`src/rtl/stopwatch_ctrl.sv`:
```
// Stopwatch control: button debouncing, run/lap/pause/done sequencing of a
// two-digit BCD counter, lap snapshot and live/lap display mux.

// Two-FF synchronizer plus stable-sample debouncer; emits a one-cycle pulse
// on each accepted rising level. Release edges are accepted but not pulsed.
module stopwatch_deb #(
  parameter int DEB_CYCLES = 16
) (
  input  logic clk,
  input  logic rst,
  input  logic btn_raw,
  output logic pulse
);

  localparam int CW = $clog2(DEB_CYCLES + 1);

  logic          sync1_q;
  logic          sync2_q;
  logic          level_q;
  logic          level_d;
  logic          level_dly_q;
  logic [CW-1:0] cnt_q;
  logic [CW-1:0] cnt_d;

  // Count consecutive samples that disagree with the accepted level; flip once enough
  always_comb begin
    level_d = level_q;
    cnt_d   = '0;
    if (sync2_q != level_q) begin
      if (cnt_q == CW'(DEB_CYCLES)) begin
        level_d = ~level_q;
        cnt_d   = '0;
      end else begin
        cnt_d = cnt_q + 1'b1;
      end
    end
  end

  // Synchronizer, debounce state and delayed level for edge detection
  always_ff @(posedge clk or posedge rst) begin
    if (rst) begin
      sync1_q     <= 1'b0;
      sync2_q     <= 1'b0;
      level_q     <= 1'b0;
      level_dly_q <= 1'b0;
      cnt_q       <= '0;
    end else begin
      sync1_q     <= btn_raw;
      sync2_q     <= sync1_q;
      level_q     <= level_d;
      level_dly_q <= level_q;
      cnt_q       <= cnt_d;
    end
  end

  assign pulse = level_q & ~level_dly_q;

endmodule

module stopwatch_ctrl #(
  parameter int          DEB_CYCLES = 16,
  parameter logic [3:0]  MAX_TENS   = 4'd9,
  parameter logic [3:0]  MAX_ONES   = 4'd9
) (
  input  logic       clk,
  input  logic       rst,
  input  logic       tick,
  input  logic       btn_start,
  input  logic       btn_lap,
  input  logic [3:0] cnt_tens,
  input  logic [3:0] cnt_ones,
  output logic       cnt_en,
  output logic       cnt_clr,
  output logic [3:0] disp_tens,
  output logic [3:0] disp_ones,
  output logic       running,
  output logic       done,
  output logic [2:0] state
);

  typedef enum logic [2:0] {
    ST_IDLE  = 3'd0,
    ST_RUN   = 3'd1,
    ST_LAP   = 3'd2,
    ST_PAUSE = 3'd3,
    ST_DONE  = 3'd4
  } state_t;

  logic       start_p;
  logic       lap_p;
  logic       at_max;
  logic       counting;

  state_t     state_q,     state_d;
  logic [3:0] lap_tens_q,  lap_tens_d;
  logic [3:0] lap_ones_q,  lap_ones_d;
  logic       cnt_en_q,    cnt_en_d;
  logic       cnt_clr_q,   cnt_clr_d;
  logic       running_q,   running_d;
  logic       done_q,      done_d;

  stopwatch_deb #(.DEB_CYCLES(DEB_CYCLES)) u_deb_start (
    .clk     (clk),
    .rst     (rst),
    .btn_raw (btn_start),
    .pulse   (start_p)
  );

  stopwatch_deb #(.DEB_CYCLES(DEB_CYCLES)) u_deb_lap (
    .clk     (clk),
    .rst     (rst),
    .btn_raw (btn_lap),
    .pulse   (lap_p)
  );

  // Illegal BCD digits count as terminal so a corrupted counter stops instead of wrapping
  assign at_max = ((cnt_tens == MAX_TENS) && (cnt_ones == MAX_ONES))
                  || (cnt_tens > 4'd9) || (cnt_ones > 4'd9);

  assign counting = (state_q == ST_RUN) || (state_q == ST_LAP);

  // Next state, lap capture and registered output values
  always_comb begin
    state_d    = state_q;
    lap_tens_d = lap_tens_q;
    lap_ones_d = lap_ones_q;
    case (state_q)
      ST_IDLE: begin
        if (start_p) state_d = ST_RUN;
      end
      ST_RUN: begin
        if (at_max) begin
          state_d = ST_DONE;
        end else if (start_p) begin
          state_d = ST_PAUSE;
        end else if (lap_p) begin
          state_d    = ST_LAP;
          lap_tens_d = cnt_tens;
          lap_ones_d = cnt_ones;
        end
      end
      ST_LAP: begin
        if (at_max)       state_d = ST_DONE;
        else if (start_p) state_d = ST_PAUSE;
        else if (lap_p)   state_d = ST_RUN;
      end
      ST_PAUSE: begin
        if (start_p)    state_d = ST_RUN;
        else if (lap_p) state_d = ST_IDLE;
      end
      ST_DONE: begin
        if (lap_p) state_d = ST_IDLE;
      end
      default: state_d = ST_IDLE;
    endcase

    // Increment decision uses the state in force when the tick arrives
    cnt_en_d  = tick && counting && !at_max;
    cnt_clr_d = (state_d == ST_IDLE);
    running_d = (state_d == ST_RUN) || (state_d == ST_LAP);
    done_d    = (state_d == ST_DONE);
  end

  // FSM state, lap snapshot and registered outputs
  always_ff @(posedge clk or posedge rst) begin
    if (rst) begin
      state_q    <= ST_IDLE;
      lap_tens_q <= 4'd0;
      lap_ones_q <= 4'd0;
      cnt_en_q   <= 1'b0;
      cnt_clr_q  <= 1'b1;
      running_q  <= 1'b0;
      done_q     <= 1'b0;
    end else begin
      state_q    <= state_d;
      lap_tens_q <= lap_tens_d;
      lap_ones_q <= lap_ones_d;
      cnt_en_q   <= cnt_en_d;
      cnt_clr_q  <= cnt_clr_d;
      running_q  <= running_d;
      done_q     <= done_d;
    end
  end

  assign disp_tens = (state_q == ST_LAP) ? lap_tens_q : cnt_tens;
  assign disp_ones = (state_q == ST_LAP) ? lap_ones_q : cnt_ones;
  assign cnt_en    = cnt_en_q;
  assign cnt_clr   = cnt_clr_q;
  assign running   = running_q;
  assign done      = done_q;
  assign state     = state_q;

endmodule

```
`config.mk`:
```
export PLATFORM = sky130hd
export DESIGN_NAME = stopwatch_ctrl
export DESIGN_NICKNAME = d
export VERILOG_FILES = /design/src/rtl/stopwatch_ctrl.sv
export SDC_FILE = /design/constraint.sdc
export NUM_CORES = 1
export LEC_CHECK = 0
export BUFFER_PORTS_ARGS = -buffer_cell sky130_fd_sc_hd__buf_2
export CELL_PAD_IN_SITES_DETAIL_PLACEMENT = 0
export CELL_PAD_IN_SITES_GLOBAL_PLACEMENT = 1
export CORE_ASPECT_RATIO = 0.8
export CORE_MARGIN = 1
export CORE_UTILIZATION = 33
export DETAILED_ROUTE_END_ITERATION = 10
export PLACE_DENSITY = 0.73
export RECOVER_POWER = 25
export SKIP_LAST_GASP = 1
export SLEW_MARGIN = 20
export SYNTH_ARGS = -nofsm -noshare
export SYNTH_HDL_FRONTEND = slang
export SYNTH_SLANG_ARGS = --single-unit
export TNS_END_PERCENT = 30
```
`constraint.sdc`:
```
create_clock -name clk -period 3.6 [get_ports clk]
set_input_delay 0.36 -clock clk [delete_from_list [all_inputs] [get_ports clk]]
set_output_delay 0.36 -clock clk [all_outputs]
set_load 0.005 [all_outputs]
```
---- Word-level counts from Yosys, hierarchy flattened ----
Index checks and enable logic that the tools add are counted.
storage, ports and cells
  bits in registers ....................... 33
  bits of input ports ..................... 13
  output and inout port bits .............. 15
  word-level logic and storage cells ...... 71
cells by class
  add/subtract/negate cells ............... 2
  $lt $le $gt $ge ......................... 2
  equality and inequality tests ........... 13
  mux-type cells .......................... 16
  bitwise gates (word level) .............. 8
  reduce and logical (&&, ||, !) cells .... 13
operators by type and width
  operator               number
  $mux W3                9
  $mux W5                4
  $pmux W3 S5            1
  $add A5 B1 Y5 const B  2
  $eq A5 B5 Y1 const B   2
  $eq A3 B2 Y1 const B   3
  $eq A4 B4 Y1 const B   2
  $gt A4 B4 Y1 const B   2
  $mux W4                2
  $eq A3 B1 Y1 const B   2
  $eq A3 B3 Y1 const B   2
  $logic_not A3 Y1       2
  $not A1 Y1             6
  $logic_or A1 B1 Y1     4
  $reduce_and A2 Y1      2
  $reduce_and A4 Y1      1
  $logic_and A1 B1 Y1    3
  $and A1 B1 Y1          2
  $ne A1 B1 Y1           2
  $logic_not A1 Y1       1

---- Logic depth before layout (Yosys ltp) ----
Gate-level depths: netlist of run 1.
  depth in word-level cells ............... 8
  gate-level depth with buffers ........... 5
  gate-level depth less buffers ........... 5

---- Hierarchy ----
From an unflattened synthesis of run 1, not the netlist that was laid out.
unflattened totals
  cell total of the unflattened synthesis .. 131
  area, all modules ....................... 1549.0 um2
by module, submodules not included
  module          instances  cells an instance  area each (um2)  seq. area each (um2)
  stopwatch_ctrl  1          73                 813.3            376.6
  stopwatch_deb   2          29                 367.9            225.2

---- Worst setup path before layout of run 1 ----
No wires, ideal clock.
  kind .................................... register to output
  from .................................... register state_q[0], in the netlist state[0]
  to ...................................... output disp_ones[0]
  data arrival time ....................... 1287 ps
  data required time ...................... 3240 ps
  setup slack ............................. 1953 ps
  cell stages (with the launch flop) ...... 5
  buffers on the path ..................... 1
  cells stage by stage .................... dfrtp_1 buf_2 nand2b_1 nor2_4 mux2_2
between the ends
  longest elaborated chain between the ends .. 2
ends and longest elaborated chain
  what                    RTL line  RTL
  start, declared         94        state_t state_q, state_d;
  start signal, assigned  175       state_q <= state_d;
  $eq A3 B2 Y1            186       assign disp_ones = (state_q == ST_LAP) ? lap_ones_q : cnt_ones;
  $mux W4                 186
  end, declared           75        output logic [3:0] disp_ones,
Every way passes these cells.

---- Worst setup path in the final report of run 1 ----
  from .................................... register state_q[1], in the netlist state[1]
  to ...................................... output disp_ones[2]
The elaborated chain is that of the path after synthesis.

==> run metrics, run 1 <==
outcome=finished with violations; violated checks=capacitance limit, slew limit; Clock Skew=0.004733 ns; Seq/Total Area, Yosys=54.18%; initial DRC count=85; final setup fails=0; top cell type's share of synthesized area=52.46%; pwr dens=423.3 nW/um^2; Slowest cell on crit path=dfrtp_1; worst hold path class=primary input to register; Min-Delay Startpoint=btn_lap; Synth top cells by count=dfrtp_1, mux2_2, mux2_1, nand3_1, nor2_1; GRT Resource Usage Total=12.64%; Avg WL per Cell=12.65 um; Initial Util=35.42%; Mapped Cells=127; initial antenna violation count=0; maximum operating frequency=447.6 MHz; Critical Path Max Stage Delay=0.63 ns; CTS Sinks=33; Cell Area, Synth=1526 um^2; first-pass GRT wire length=4.795 mm; I/O Buffers=27; max-cap viol count=1; Warnings, synthesis=0; Fin. Hold Viols=0; nets@finish=176; CP top delay family=flip-flops; DRC Markers=0; Final WS setup=1.366 ns; clock root cell=clkbuf_8; first-pass iteration count of the detailed router=4; Num CTS Buffers=5; Synth Register Bits=33; Primary FF master, synth=dfrtp_1; TNS Setup=0 ns; Worst Setup End Kind=output pin; pre-CTS setup slack=1.669 ns; Crit Path Max Fanout=12; Power Total=0.0007705 W; Clock Tree Buf Depth=2; DP HPWL=1.974 mm; share of layout cells above drive strength 1=30.19%; post-layout util=42.25%; EDFF count, synth=0; # rows=21; global placement routability congestion=0.7936; post-synthesis area per instance=12.02 um^2; chip width=78.04 um; CTS tree=built; Setup Fix Bufs, Post-CTS=0; most frequent cell after synthesis=dfrtp_1; crit path cell chain=nand2b_1 -> nor2_4 -> mux2_2 -> buf_2; crit share post-route=62.06%; via count=1018; # fillers=432; # resized after CTS=0; largest net degree at the start of global routing=34; Ant. Diodes=0; slew margin rel.=-14.73%; H-Tree Depth=2; Syn Nets=144; area of the die=4903 um^2; core area=4309 um^2; crit path DAT=1.87 ns; Via density=4.713; # hold bufs at CTS=0; most area-hungry cell type in the Yosys netlist=dfrtp_1; post-synth cell types=30; Buf/Inv on CP=1; Worst Tran Pin Value=1.721 ns; Worst Setup SP=state[1]$_DFF_PP0_; routed wire length=2.732 mm; Area Growth Syn to Fin=19.26%; vias in the first global route=1028; RSZ-0062 raised after global routing=no; Max Slew Vio Count=34; reg2reg start=state[0]$_DFF_PP0_; I/O Pins=28; chip height=62.83 um; asr flop ratio synth=100.0%; Crit Path Category=register to output pin; worst vdd ir=0.2797 mV; Worst setup SP type=register; clk slew on worst S/H paths=0.06 ns; clk_lat worst skew=0.28 ns; Worst EP required=3.24 ns; Leakage=0.8828 nW; Hold WS=0.1803 ns; Remaining Overflow, GRT=0; Period minus WS final=2.234 ns; top cells by area, synth=dfrtp_1, mux2_2, mux2_1, xnor2_1, ha_1; post-route antenna net violation count=0
[worst reg2reg max path: stages, from the launching register on]
cell and delay, ns:
dfrtp_1 0.54, nor3b_2 0.26, nand3_1 0.15, nor2_4 0.25, mux2_1 0.36
[flip-flops by register name, summed over array words and instances, names as in the netlist, 3 cells and up]
register           cells
lap_ones_q             4
lap_tens_q             4
u_deb_lap.cnt_q        5
state                  3
u_deb_start.cnt_q      5
[through the flow]
stage / instance area, um^2 / instances
after global routing: 1821 / 216
after CTS: 1824 / 216
after global placement: 1720 / 209
after detailed placement: 1720 / 209
final: 1821 / 216
after floorplan: 1526 / 127
[placed cells by master, fill, tap and decap left out, types with 5 or more instances in the layout]
master and count:
nor2_1 7, buf_2 27, mux2_1 8, nand3_1 8, clkbuf_8 5, xor2_1 5, dfrtp_1 32, inv_1 5
nand2_1 5, xnor2_1 6, mux2_2 10
[worst paths after layout]
check / to / slack (ns) / cells past startpoint
max: disp_ones[2] / 1.37 / 4
min: u_deb_lap.sync1_q$_DFF_PP0_ / 0.18 / 1
max reg2reg: lap_tens_q[1]$_DFFE_PP0P_ / 1.92 / 4
min reg2reg: u_deb_start.sync2_q$_DFF_PP0_ / 0.35 / 0
max in group asynchronous: done$_DFF_PP0_ / 1.93 / 3
min in group asynchronous: u_deb_lap.cnt_q[4]$_DFF_PP0_ / 0.67 / 3
[area by class of cell]
cell class | instances | area, um^2 | area share [%]
multi-input cells | 86 | 660.6 | 36.29
flip-flops and latches | 33 | 827.0 | 45.43
clock inverters | 2 | 35.03 | 1.924
inverters | 5 | 18.77 | 1.031
repair buffers | 28 | 138.9 | 7.629
clock buffers | 5 | 68.82 | 3.780
well taps | 57 | 71.32 | 3.918
[power by group]
part	total [W]	internal, W	switching (W)	leakage, nW
Clock	0.000328	0.000201	0.000127	0.0540
Sequential	0.000394	0.000384	0.00000954	0.437
Combinational	0.0000487	0.0000228	0.0000259	0.392
Total	0.000771	0.000608	0.000162	0.883
[cell families (layout without fill, tap and decap cells)]
kind of cell               count (synthesis)  in the layout  share of synthesized area (%)
and+or+nand+nor                           40             40                          15.00
DFF                                       33             33                          54.18
muxes                                     18             18                          13.28
AOI/OAI and AO/OA                         13             13                          5.411
xor gates and xnor gates                  11             11                          6.311
buffers and inverters                      8             40                          2.541
adders and majority gates                  4              4                          3.279
[per-layer routing]
layer	wire [um]	vias to the layer above	global-route usage, %
met1	1351	498	17.14
met5	0	-	0
met4	31	0	4.861
met2	1228	14	18.31
met3	121	4	4.526
li1	-	502	-
Note: power is estimated with default switching activity, not from simulation.
==> inputs of run 2 (changes only) <==
Settings changed: ABC_AREA from default to 1, PLACE_DENSITY 0.73 to 0.75.
Clock period 3.6 ns to 2.1 ns, I/O delays scaled along.
==> run metrics, run 2 <==
placed cell areas=1846 um^2 (+7.3%); Worst EP required=1.89 ns (-1.35 ns); Area Growth Syn to Fin=17.12%; nets@finish=228 (+30%); Crit Path Category=register to output pin; worst vdd ir=0.3030 mV (+8.3%); initial DRC count=42 (-51%); Worst setup SP type=register; GRT Resource Usage Total=13.57% (+0.93 points); TNS Setup=0 ns (unchanged); core area=4679 um^2 (+8.6%); vias in the first global route=1127 (+9.6%); # hold bufs at CTS=0 (unchanged); commonest cells after routing, fill and taps aside=nand2_1, dfrtp_1, buf_2; RSZ-0062 raised after global routing=no; Worst Tran Pin Value=0.4098 ns (-1.311 ns); DRC Markers=0 (unchanged); EDFF count, synth=0 (unchanged); post-layout util=41.15% (-1.1 points); Num CTS Buffers=5 (unchanged); DP HPWL=2.129 mm (+7.8%); Ant. Diodes=0 (unchanged); Crit Path Max Fanout=18 (+6); top cell type's share of synthesized area=48.71% (-3.8 points); most frequent cell after synthesis=nand2_1; post-route antenna net violation count=0 (unchanged); Buf/Inv on CP=2 (+1); first-pass iteration count of the detailed router=4 (unchanged); routed wire length=2.887 mm (+5.7%); slew margin rel.=72.68% (+87 points); clk_lat worst skew=0.29 ns (about the same); Syn Nets=195 (+35%); Slowest cell on crit path=dfrtp_1; CTS Sinks=33 (unchanged); CTS tree=built; largest registers=u_deb_lap.cnt_q x5, u_deb_start.cnt_q x5; Primary FF master, synth=dfrtp_1; crit path cell chain=nor2_2 -> nand2_2 -> clkinv_4 -> o21ai_0 -> buf_2; crit share post-route=78.89%; top cells by area, synth=dfrtp_1, nand2_1, inv_1, o21ai_2, nor2_1; Mapped Cells=178 (+40%); maximum operating frequency=603.6 MHz; worst reg-to-reg path cell count=6 (+2); Via density=4.401 (-6.6%); most area-hungry cell type in the Yosys netlist=dfrtp_1; Warnings, synthesis=0 (unchanged); reg2reg setup slack=0.74 ns (-1.18 ns); most common cell after layout, fill and taps aside=nand2_1; Setup Fix Bufs, Post-CTS=0 (unchanged); I/O Buffers=27 (unchanged); Hold WS=-0.005585 ns (-0.1859 ns); pwr dens=629.3 nW/um^2 (+49%); post-synthesis area per instance=9.236 um^2 (-23%); H-Tree Depth=2 (unchanged); Seq/Total Area, Yosys=50.30% (-3.9 points); initial antenna violation count=0 (unchanged); Worst R2R End=lap_tens_q[1]$_DFFE_PP0P_; Synth top cells by count=nand2_1, dfrtp_1, inv_1, nor2_1, nand3_1; # resized after CTS=0 (unchanged); non-filler instance count after layout=272 (+26%); CP top delay family=flip-flops; Max Slew Vio Count=0 (-100%); worst hold path class=primary input to asynchronous set/reset pin; Synth Register Bits=33 (unchanged); crit path DAT=1.45 ns (-0.42 ns); share of layout cells above drive strength 1=30.19% (unchanged); Leakage=0.9642 nW (+9.2%); Period minus WS final=1.657 ns; Worst Setup End Kind=output pin; final instance area=1926 um^2 (+5.8%); violated checks=hold timing; global placement routability congestion=0.7908 (-0.35%); dpl cells=264 (+26%); Fin. Hold Viols=8 (+8); via count=1197 (+18%); asr flop ratio synth=100.0% (unchanged); Cell Area, Synth=1644 um^2 (+7.7%); max-cap viol count=0 (-1); # rows=22 (+4.8%); area of the die=5270 um^2 (+7.5%); outcome=finished with violations; final setup fails=0 (unchanged); Clock Skew=0.004320 ns (-0.0004122 ns); Initial Util=35.13% (-0.29 points); clock root cell=clkbuf_8; Clock Tree Buf Depth=2 (unchanged); Critical Path Max Stage Delay=0.46 ns (-0.17 ns); # fillers=481 (+11%); I/O Pins=28 (unchanged); Remaining Overflow, GRT=0 (unchanged); clk slew on worst S/H paths=0.07 ns (about the same); reg2reg start=u_deb_start.level_q$_DFFE_PP0P_; Avg WL per Cell=10.61 um (-16%); first-pass GRT wire length=5.209 mm (+8.6%); chip height=65.13 um (+3.7%); chip width=80.92 um (+3.7%); post-synth cell types=26 (-13%); largest net degree at the start of global routing=34 (unchanged)
[run 2: changes by cell type after synthesis, moves of 7 or more]
cell / delta
nand2_2: +7
nand2_1: +29
mux2_1: -8
inv_1: +21
o21ai_2: +8
mux2_2: -8
nor2_1: +8
[run 2: layout make-up]
| cell class | count | area (um^2) | share of cell area (%) |
|---|---|---|---|
| Clock buffer | 8 | 80.08 | 4.159 |
| Inverter | 29 | 113.9 | 5.913 |
| Multi-Input combinational cell | 114 | 686.9 | 35.67 |
| Sequential cell | 33 | 827.0 | 42.95 |
| Tap cell | 60 | 75.07 | 3.899 |
| Timing Repair Buffer | 28 | 142.6 | 7.407 |
[run 2: stage by stage]
step	total power (W)	setup slack, ns
5_1_grt	0.001281	0.3296
6_report	0.001212	0.4433
3_3_place_gp	0.0007637	0.7306
4_1_cts	0.001235	0.4448
2_1_floorplan	0.0007259	0.8683
3_5_place_dp	0.0007654	0.7279
[run 2: logic make-up (layout without fill, tap and decap cells)]
group | count (synthesis) | after routing | share of synthesized area, %
AND/OR/NAND/NOR | 80 | 80 | 24.66
flip-flops | 33 | 33 | 50.30
multiplexers | 2 | 2 | 1.370
buffers and inverters | 31 | 65 | 7.914
adder cells (fa/ha/maj) | 4 | 4 | 3.044
XOR/XNOR | 6 | 6 | 3.196
AO/OA/AOI/OAI | 22 | 22 | 9.513
[run 2: power breakdown]
group / internal, W / switching [W] / total, W
Combinational: 0.0000355 / 0.0000547 / 0.0000902
Clock: 0.000235 / 0.000225 / 0.000461
Sequential: 0.000650 / 0.0000108 / 0.000661
[run 2: how the worst max path moves through the flow]
stage                                    startpoint                   endpoint  slack, ns  depth (start not counted)
finish                           state[0]$_DFF_PP0_               disp_tens[0]       0.44                          5
global route                     state[0]$_DFF_PP0_               disp_tens[0]       0.33                          5
CTS                              state[0]$_DFF_PP0_               disp_tens[0]       0.44                          5
detailed placement  u_deb_start.level_q$_DFFE_PP0P_  lap_ones_q[2]$_DFFE_PP0P_       0.73                          6
global placement    u_deb_start.level_q$_DFFE_PP0P_  lap_tens_q[1]$_DFFE_PP0P_       0.73                          6
floorplan                        state[0]$_DFF_PP0_               disp_ones[1]       0.87                          6
[run 2: per-layer routing]
layer / up-vias / routed length (um) / global-route usage, %
met1: 537 / 1562 / 18.49
li1: 624 / - / -
met3: 7 / 152 / 4.583
met2: 29 / 1099 / 18.38
met5: - / 0 / 0
met4: 0 / 72 / 8.036
[run 2: worst reg2reg max path: cells and delay by family, from the launching register on]
kind,cells,cell delay (ns)
compound gates,1,0.06
flops,1,0.42
buf+inv,1,0.10
simple gates,4,0.68
==> inputs of run 3 (changes only) <==
Clock period 2.1 ns to 1.7 ns, I/O delays scaled along.
==> run metrics, run 3 (synthesis gave the netlist of run 2 again) <==
final setup fails=0 (unchanged); crit path DAT=1.43 ns (-0.02 ns); commonest cells after routing, fill and taps aside=nand2_1, dfrtp_1, buf_2; largest registers=u_deb_lap.cnt_q x5, u_deb_start.cnt_q x5; Period minus WS final=1.601 ns; slew margin rel.=47.32% (-25 points); chip width=80.92 um (unchanged); vias in the first global route=1153 (+2.3%); Crit Path Category=register to output pin; Hold EP=cnt_en$_DFF_PP0_; I/O Buffers=27 (unchanged); Worst setup SP type=register; clk_lat worst skew=0.28 ns (about the same); chip height=65.13 um (unchanged); Setup Fix Bufs, Post-CTS=0 (unchanged); Worst R2R End=lap_tens_q[3]$_DFFE_PP0P_; Buf/Inv on CP=2 (unchanged); crit path cell chain=nor2_2 -> nand2_2 -> clkinv_4 -> nand2_1 -> o21ai_0 -> buf_2; reg2reg setup slack=0.30 ns (-0.44 ns); RSZ-0062 raised after global routing=no; I/O Pins=28 (unchanged); core area=4679 um^2 (unchanged); Via density=4.320 (-1.8%); CTS tree=built; first-pass GRT wire length=5.264 mm (+1.1%); share of layout cells above drive strength 1=30.23% (+0.044 points); Initial Util=35.13% (unchanged); post-route antenna net violation count=0 (unchanged); Max Slew Vio Count=0 (unchanged); crit share post-route=94.15%; Remaining Overflow, GRT=0 (unchanged); clk slew on worst S/H paths=0.06 ns (about the same); Worst EP required=1.53 ns (-0.36 ns); Worst Setup End Kind=output pin; initial antenna violation count=0 (unchanged); H-Tree Depth=2 (unchanged); routed wire length=2.864 mm (-0.80%); worst reg-to-reg path cell count=6 (unchanged); initial DRC count=41 (-2.4%); GRT Resource Usage Total=13.52% (-0.048 points); TNS Setup=0 ns (unchanged); Fin. Hold Viols=0 (-8); Clock Skew=0.003943 ns (-0.0003777 ns); Clock Tree Buf Depth=2 (unchanged); maximum operating frequency=624.8 MHz; worst vdd ir=0.4570 mV (+51%); area of the die=5270 um^2 (unchanged); DRC Markers=0 (unchanged); max-cap viol count=0 (unchanged); CTS Sinks=33 (unchanged); Num CTS Buffers=5 (unchanged); nets@finish=231 (+1.3%); DP HPWL=2.113 mm (-0.75%); Worst Tran Pin Value=0.7902 ns (+0.3804 ns); via count=1188 (-0.75%); Leakage=0.9744 nW (+1.1%); Slowest cell on crit path=dfrtp_2; # fillers=485 (+0.83%); placed cell areas=1846 um^2 (unchanged); largest net degree at the start of global routing=34 (unchanged); most common cell after layout, fill and taps aside=nand2_1; Critical Path Max Stage Delay=0.45 ns (about the same); Area Growth Syn to Fin=18.87%; outcome=completed; hold-critical path depth=3; clock root cell=clkbuf_8; Power Total=0.001486 W (+23%); worst hold path class=primary input to register; first-pass iteration count of the detailed router=4 (unchanged); area occupied by multi-input gates=686.9 um^2 (unchanged); Min-Delay Startpoint=tick; global placement routability congestion=0.7932 (+0.30%); CP top delay family=flip-flops; post-layout util=41.76% (+0.61 points); register area=828.3 um^2 (+0.15%); Ant. Diodes=0 (unchanged); Avg WL per Cell=10.41 um (-1.9%); final instance area=1954 um^2 (+1.5%); reg2reg start=u_deb_start.level_q$_DFFE_PP0P_; pwr dens=760.4 nW/um^2 (+21%); Crit Path Max Fanout=18 (unchanged); # rows=22 (unchanged)
run 3: cell types whose count changed in the layout (fill, tap and decap cells not counted), sizes merged:
cell	before	now
dlygate4sd3	0	3
buf	28	27
clkbuf	8	9
run 3: tightest hold or removal path: stages:
cell	delay (ns)
buf_2	0.10
nand2_1	0.05
nor2_1	0.04
run 3: final cells by class:
cell class	count	share of cell area, %
flip-flops and latches	33	42.38
multi-input cells	114	35.15
repair buffers	31	8.707
inverters	29	5.826
clock buffers	8	4.097
well taps	60	3.841
run 3: layer usage:
| metal | vias up | wire length, um | GRT usage [%] |
|---|---|---|---|
| met3 | 6 | 167 | 5.000 |
| met4 | 0 | 45 | 5.357 |
| li1 | 634 | - | - |
| met2 | 27 | 1145 | 19.12 |
| met1 | 521 | 1506 | 18.53 |
| met5 | - | 0 | 0 |
run 3: what timing repair did:
item,in CTS,in global routing
hold buffers,3,0
hold endpoints to repair,34,0
resized for setup,0,1
setup endpoints to repair,0,2
run 3: how the worst max path moves through the flow:
| stage | endpoint | start | depth (start not counted) | slack (ns) |
|---|---|---|---|---|
| finish | disp_tens[0] | state[0]$_DFF_PP0_ | 6 | 0.1 |
| global route | disp_tens[0] | state[0]$_DFF_PP0_ | 6 | 0.01 |
| CTS | disp_tens[0] | state[0]$_DFF_PP0_ | 6 | 0.09 |
| detailed placement | lap_ones_q[2]$_DFFE_PP0P_ | u_deb_start.level_q$_DFFE_PP0P_ | 6 | 0.30 |
| global placement | lap_tens_q[1]$_DFFE_PP0P_ | u_deb_start.level_q$_DFFE_PP0P_ | 6 | 0.33 |
| floorplan | lap_ones_q[0]$_DFFE_PP0P_ | state[1]$_DFF_PP0_ | 7 | 0.47 |
run 3: metrics by stage:
stage               setup slack [ns]  hold slack [ns]  std cells
CTS                          0.09000           0.1245        275
detailed placement            0.3038           0.2809        264
floorplan                     0.4744           0.2014        178
global placement              0.3306           0.2796        264
finish                       0.09949           0.1271        275
global route                0.009994           0.1391        275
run 3: report_power, final:
group / internal (W) / total, W / switching (W)
clock: 0.000290 / 0.000553 / 0.000263
sequential: 0.000803 / 0.000817 / 0.0000139
combinational: 0.0000474 / 0.000116 / 0.0000682
total: 0.00114 / 0.00149 / 0.000345
